**config.mk**
```make
export PLATFORM = sky130hd
export DESIGN_NAME = mul_seq_ctrl
export DESIGN_NICKNAME = d
export VERILOG_FILES = /design/src/rtl/mul_seq_pkg.sv /design/src/rtl/mul_seq_ctrl_mul2x2_core.sv /design/src/rtl/mul_seq_ctrl.sv
export SDC_FILE = /design/constraint.sdc
export NUM_CORES = 1
export LEC_CHECK = 0
export ABC_AREA = 1
export CAP_MARGIN = 5
export CORE_MARGIN = 1
export CORE_UTILIZATION = 45
export CTS_BUF_LIST = sky130_fd_sc_hd__clkbuf_16
export DETAILED_ROUTE_END_ITERATION = 8
export GPL_ROUTABILITY_DRIVEN = 0
export PLACE_DENSITY = 0.73
export SYNTH_ARGS = -nofsm -noshare
export SYNTH_HDL_FRONTEND = slang
export SYNTH_SLANG_ARGS = --single-unit
```
**constraint.sdc**
```tcl
create_clock -name clk -period 6.9 [get_ports clk]
set_input_delay 2.07 -clock clk [delete_from_list [all_inputs] [get_ports clk]]
set_output_delay 2.07 -clock clk [all_outputs]
set_load 0.03 [all_outputs]
```
**src/rtl/mul_seq_pkg.sv**
```systemverilog
// Shared types and sizing helpers for the digit-serial multiplier.
// State encoding, digit/partial widths and per-WIDTH derived counts.
package mul_seq_pkg;

  localparam int DIG_W  = 2;
  localparam int PART_W = 4;

  typedef enum logic [1:0] {
    IDLE = 2'b00,
    RUN  = 2'b01,
    DONE = 2'b10
  } state_t;

  // digits per operand
  function automatic int ndig(input int w);
    return w / DIG_W;
  endfunction

  // RUN cycles per operation
  function automatic int nstep(input int w);
    return ndig(w) * ndig(w);
  endfunction

  // digit counter width, never zero
  function automatic int cnt_w(input int w);
    return (ndig(w) > 1) ? $clog2(ndig(w)) : 1;
  endfunction

endpackage

```
**src/rtl/mul_seq_ctrl_mul2x2_core.sv**
```systemverilog
// Combinational 2x2 -> 4-bit unsigned multiplier cell.
// Ports: x[1:0], y[1:0] digits in; p[3:0] product out.
module mul2x2_core
  import mul_seq_pkg::*;
(
  input  logic [DIG_W-1:0]  x,
  input  logic [DIG_W-1:0]  y,
  output logic [PART_W-1:0] p
);

  logic [DIG_W-1:0] pp0;
  logic [DIG_W-1:0] pp1;

  assign pp0 = y[0] ? x : '0;
  assign pp1 = y[1] ? x : '0;
  assign p   = {2'b00, pp0} + {1'b0, pp1, 1'b0};

endmodule

```
**src/rtl/mul_seq_ctrl.sv**
```systemverilog
// Sequential WIDTH x WIDTH multiplier over one shared 2x2 cell.
// Ports: clk, rst_n, start/a_in/b_in in; ready, busy, done, product out.
module mul_seq_ctrl
  import mul_seq_pkg::*;
#(
  parameter int WIDTH = 4
) (
  input  logic               clk,
  input  logic               rst_n,
  input  logic               start,
  input  logic [WIDTH-1:0]   a_in,
  input  logic [WIDTH-1:0]   b_in,
  output logic               ready,
  output logic               busy,
  output logic               done,
  output logic [2*WIDTH-1:0] product
);

  localparam int ND = ndig(WIDTH);
  localparam int CW = cnt_w(WIDTH);
  localparam int PW = 2 * WIDTH;
  localparam int SW = $clog2(PW) + 1;
  localparam logic [CW-1:0] LAST = CW'(ND - 1);

  state_t            state;
  logic [WIDTH-1:0]  a_q;
  logic [WIDTH-1:0]  b_q;
  logic [CW-1:0]     i_q;
  logic [CW-1:0]     j_q;
  logic [PW-1:0]     acc;
  logic [PW-1:0]     prod_q;
  logic              done_q;

  logic [DIG_W-1:0]  ad;
  logic [DIG_W-1:0]  bd;
  logic [PART_W-1:0] part;
  logic [SW-1:0]     sh;
  logic [PW-1:0]     term;
  logic [PW-1:0]     sum;
  logic              j_wrap;
  logic              last;

  assign ad = a_q[DIG_W*i_q +: DIG_W];
  assign bd = b_q[DIG_W*j_q +: DIG_W];

  mul2x2_core u_cell (
    .x (ad),
    .y (bd),
    .p (part)
  );

  // digit weight is 4^(i+j), i.e. a left shift by 2*(i+j)
  assign sh     = SW'(i_q) + SW'(j_q);
  assign term   = PW'(part) << {sh, 1'b0};
  assign sum    = acc + term;
  assign j_wrap = (j_q == LAST);
  assign last   = j_wrap && (i_q == LAST);

  assign ready   = (state == IDLE);
  assign busy    = (state != IDLE);
  assign done    = done_q;
  assign product = prod_q;

  always_ff @(posedge clk) begin
    if (!rst_n) begin
      state  <= IDLE;
      a_q    <= '0;
      b_q    <= '0;
      i_q    <= '0;
      j_q    <= '0;
      acc    <= '0;
      prod_q <= '0;
      done_q <= 1'b0;
    end else begin
      done_q <= 1'b0;
      unique case (1'b1)
        (state == IDLE): begin
          if (start) begin
            a_q   <= a_in;
            b_q   <= b_in;
            acc   <= '0;
            i_q   <= '0;
            j_q   <= '0;
            state <= RUN;
          end
        end
        (state == RUN): begin
          acc <= sum;
          if (j_wrap) begin
            j_q <= '0;
            i_q <= i_q + 1'b1;
          end else begin
            j_q <= j_q + 1'b1;
          end
          if (last) begin
            i_q    <= '0;
            prod_q <= sum;
            done_q <= 1'b1;
            state  <= DONE;
          end
        end
        (state == DONE): begin
          state <= IDLE;
        end
        default: begin
          state <= IDLE;
        end
      endcase
    end
  end

endmodule

```
## Word level (Yosys, flattened, before mapping)

Index checks and enable logic that the tools add are counted.
W data, S select, Z words.

- $lt $le $gt $ge: 0
- Bitwise operators: 0
- $add $sub $neg: 5
- Reduce and logical (&&, ||, !) cells: 10
- Multipliers: 0
- Shift operators: 3
- Mux-type cells: 14
- Divide/modulo/power cells: 0
- Equal/unequal tests: 4

Operator list:

| operator | number |
|---|---|
| $pmux W8 S2 | 1 |
| $reduce_and A2 Y1 | 5 |
| $add A8 B8 Y8 | 1 |
| $mux W2 | 4 |
| $mux W8 | 1 |
| $shiftx A4 B3 Y2 | 2 |
| $shl A4 B3 Y8 | 1 |
| $mux W1 | 5 |
| $add A2 B3 Y4 | 1 |
| $ne A2 B2 Y1 const B | 2 |
| $pmux W1 S2 | 2 |
| $pmux W2 S2 | 1 |
| $reduce_bool A2 Y1 | 2 |
| $ne A3 B3 Y1 const B | 1 |
| $reduce_and A3 Y1 | 1 |
| $add A1 B1 Y1 const B | 2 |
| $add A1 B1 Y2 | 1 |
| $eq A2 B1 Y1 const B | 1 |
| $logic_not A2 Y1 | 1 |
| $logic_and A1 B1 Y1 | 1 |

- RAM bits: 0
- Memories: 0
- Output and inout bits: 11
- Bits in read-only memories: 0
- Register bits after elaboration: 29
- Bits of input ports: 11
- Bits in latches: 0
- Word-level logic and storage cells: 44

## Longest topological paths before layout

- Depth after elaboration: 6
- Gate-level depth with buffers: 20
- Gate-level depth less buffers: 20

## By module

Synthesis repeated with hierarchy kept, for this count alone.

- Cells, all modules: 246
- Area, all modules: 1,674.1 µm²

By module, submodules not included:

| module | area an instance (µm²) | instances | seq. area each (µm²) | cells each |
|---|---|---|---|---|
| mul_seq_ctrl | 1,619.1 | 1 | 580.6 | 236 |
| mul2x2_core | 55.1 | 1 | 0.0 | 10 |

## Least setup slack after synthesis

OpenSTA, ideal clock, no wires.

- Kind: register -> output
- Start: register state[1]
- End: output port busy
- Buffers on the path: 0
- Cell stages (with the launch flop): 3
- Path slack: 3,871 ps
- Required time: 4,830 ps
- Arrival: 959 ps
- Cell sequence: dfxtp_1 > nor2_2 > inv_1

- Word-level cells in the longest chain between the ends: 1

RTL lines:

| item | line | source |
|---|---|---|
| start: declaration | mul_seq_ctrl.sv:25 | `state_t state;` |
| start signal: assignment | mul_seq_ctrl.sv:66 | `state <= IDLE;` |
| start signal: assignment | mul_seq_ctrl.sv:84 | `state <= RUN;` |
| start signal: assignment | mul_seq_ctrl.sv:99 | `state <= DONE;` |
| $reduce_bool A2 Y1 | mul_seq_ctrl.sv:60 | `assign busy = (state != IDLE);` |
| end: declaration | mul_seq_ctrl.sv:14 | `output logic busy,` |

Every way passes these cells.

## Final worst setup path

Ends and elaborated chain as after synthesis.

==> results <==
- The flow ran to the end, and the final reports show no timing, DRC or antenna violations.
- The final routed wire length divided by cell count is 10.11 um.
- After routing the design area is 1994 um2.
- Setup repair after global routing left no endpoint under its margin.
- Measured against its own limit, the worst slew margin works out to 57.48%.
- The area of the core is 3390 um2.
- The clock slew seen by the registers of the worst setup and hold paths is 0.05 ns.
- For the final routed database, the setup TNS stands at 0 ns.
- 22 I/O pins were placed.
- The max-slew violation count is 0.
- Synthesis inferred 29 register bits.
- The total via count in the routed design is 1396.
- Traced cell by cell, the critical path runs through nor2_2, inv_1, clkdlybuf4s50_1.
- The cell family contributing the most delay on the critical path is buffers and inverters.
- The first-pass iteration count of the detailed router is 4.
- The sequential element share of the synthesized area is 35.97%.
- The die is 61.89 um tall.
- The remaining design rule violation count is 0.
- The hold violation total from the final report was 0.
- In this run the tool buffered the top-level ports with 21 buffer cells.
- At the pin with the least slew margin, the transition time is 0.6359 ns.
- The mapped netlist covers 1614 um2.
- The CTS tree is yes.
- In this design, the stage delay of the slowest critical-path cell is 0.66 ns.
- The floorplan step set the die width to 61.89 um.
- Summed over all layers, the global routing overflow is 0.
- The category of the worst setup path capture point is an output pin.
- The master of the slowest instance on the critical path is clkdlybuf4s50_1.
- Dividing total power by cell area gives a power density of 218.2 nW/um2.
- The setup path with the least slack is of type flip-flop to output pin.
- Averaged over all synthesized cells, the footprint is 7.110 um2.
- The area growth from synthesis to layout is 23.57%.
- The post-DP HPWL is 2265 um.
- The min-delay analysis places its worst path in the category flip-flop to flip-flop.
- The number of clock sinks is 29.
- The hold-fix buffer count after cts is 0.
- When the netlist entered floorplanning its net count stood at 249.
- The final critical-path share of the clock period is 51.86%.
- STA classifies the critical path startpoint as a flip-flop.
- Synthesis instantiated 26 different standard cells from the library.
- The required time of the critical path is 4.83 ns.
- Counting flops with an async set or reset pin after synthesis yields a share of 0%.
- The dominant register cell in the synthesized netlist is dfxtp_1.
- Setup violations remaining at the end of the flow were counted as 0.
- The tool flagged a number of max-cap violations equal to 0.
- For the finished layout, the period the worst path requires is 3.579 ns.
- The top achievable clock speed is 0.2794 GHz.
- The final layout net count is 273.
- The number of instances in the synthesized netlist is 227.
- For the final database, setup skew stands at 0.004262 ns.
- The ratio of cells with drive above 1 in the final layout is 6.375%.
- The via count of the first global-routing pass came to 1108.
- In this run, post-CTS repair resized a total of 0 instances.
- Yosys mapped a number of flops with a built-in enable equal to 0.
- The buffer type at the clock tree root is clkbuf_16.
- The floorplan row count is 21.
- The repair_antennas step left the layout with diodes totalling 0.
- Registers take 580.6 um2.
- Along the worst path, the maximum fanout reaches 3.
- In the final layout, the multi-input gates occupy 894.6 um2.
- The buffer levels on the longest clock path is 2.
- The number of clock buffers added by TritonCTS is 5.
- The arrival time at the worst endpoint is 1.51 ns.
- The remaining number of nets flagged by the antenna check after routing is 0.
- The detail-routed via count per cell is 4.700.
- Wires add up to 3004 um.
- The Yosys warning count is 0.
- Clock latency on the worst-skew pair, taken at its later pin, is 0.27 ns.
- The setup fix buffers added after clock tree synthesis is 0.
- The cell leakage power is 0.0009696 uW.
- Across every metal layer, demand over resource in global routing totals 17.14%.
- The wire length of the first global-routing pass is 4629 um.
- The die covers 3830 um2.
- The maximum level of the CTS H-tree is 2.
- The post-place instance area is 1862 um2.
- The layout has 327 filler cells.
- The count of buffer and inverter cells on the critical path is 2.
- The number of design-rule violations left by the first detailed-router iteration is 53.
- The largest net degree at the start of global routing is 18.
- The initial core utilization is 47.62%.
- The initial antenna violation count is 0.
- Across the VDD grid, the largest voltage drop is 0.1665 mV.
-- layer usage --
| layer | track usage (%) | share of wire, % | vias up |
|---|---|---|---|
| met1 | 21.02 | 49 | 607 |
| met5 | 0 | 0 | - |
| li1 | - | - | 766 |
| met2 | 27.96 | 47 | 21 |
| met3 | 5.590 | 3.5 | 2 |
| met4 | 6.667 | 0.37 | 0 |
-- power breakdown --
| group | internal, uW | switching [uW] | total (uW) |
|---|---|---|---|
| Combinational | 24.1 | 36.0 | 60.0 |
| Sequential | 175 | 4.95 | 180 |
| Clock | 128 | 67.1 | 195 |
-- area by class of cell --
cell class | instances | share of cell area, %
clock buffers | 5 | 6.274
clock inverters | 2 | 0.3764
inverters | 31 | 5.960
multi-input cells | 163 | 44.86
flip-flops and latches | 29 | 29.11
well taps | 46 | 2.886
repair buffers | 21 | 10.54
-- final timing paths --
check	endpoint	slack, ns	cells past startpoint	from
max	busy	3.32	3	state[1]
min	product[2]	0.46	2	product[2]
min reg2reg	product[2]	0.46	2	product[2]
max reg2reg	product[5]	4.12	15	j_q
-- cell usage after synthesis (2+ instances only) --
cell type | n | area share, %
clkbuf_1 | 2 | 0.47
o21a_1 | 2 | 0.93
dfxtp_1 | 29 | 36
xor2_1 | 2 | 1.1
a21oi_1 | 18 | 5.6
nand3_1 | 9 | 2.8
o21bai_1 | 2 | 0.93
ha_1 | 10 | 7.8
inv_1 | 26 | 6.0
nor2_1 | 28 | 6.5
mux2i_1 | 4 | 2.5
nand2_2 | 2 | 0.78
inv_2 | 4 | 0.93
o21ai_0 | 13 | 4.0
o21ai_1 | 4 | 1.2
nor2_8 | 3 | 3.7
nand2_1 | 60 | 14
-- tightest hold or removal path, cell delays in order (launching register included) --
cell and delay (ns):
dfxtp_1 0.30, nand2_1 0.06, a21oi_1 0.05
-- cell usage in the layout (no fill, tap or decap), drive strengths merged --
cell / instances
or2: 1
clkdlybuf4s50: 21
clkinv: 1
clkbuf: 5
o21a: 2
nor2: 32
fa: 1
nand2: 62
nand3b: 1
inv: 32
o21bai: 2
nand3: 9
mux2i: 4
ha: 10
xor2: 2
o211a: 1
o21ai: 17
dfxtp: 29
a21oi: 18
xnor2: 1
-- sequential cells by signal, indices dropped and copies added, names as in the netlist --
| register | cells |
|---|---|
| state | 2 |
| product | 8 |
| a_q | 4 |
| i_q | 1 |
| done | 1 |
| acc | 8 |
| j_q | 1 |
| b_q | 4 |
-- through the flow --
stage	utilization, %	power (uW)	hold WS (ns)	setup slack [ns]	cells
finish	58.84	435.2	0.4578	3.321	297
global route	58.84	452.8	0.4739	3.262	297
CTS	58.84	438.9	0.4578	3.306	297
detailed placement	54.93	243.1	0.4502	3.361	290
global placement	54.93	242.7	0.4539	3.400	290
floorplan	-	226.0	0.4434	3.871	227
-- logic make-up (layout without fill, tap and decap cells) --
| group | after synthesis | in the layout | share of synthesized area [%] |
|---|---|---|---|
| compound gates | 40 | 40 | 13.33 |
| simple gates | 105 | 105 | 28.99 |
| mux | 4 | 4 | 2.481 |
| flops | 29 | 29 | 35.97 |
| fa+ha+maj | 11 | 11 | 8.992 |
| xor+xnor | 3 | 3 | 1.628 |
| buf+inv | 35 | 59 | 8.604 |
Power figures use the tool's default switching activity.
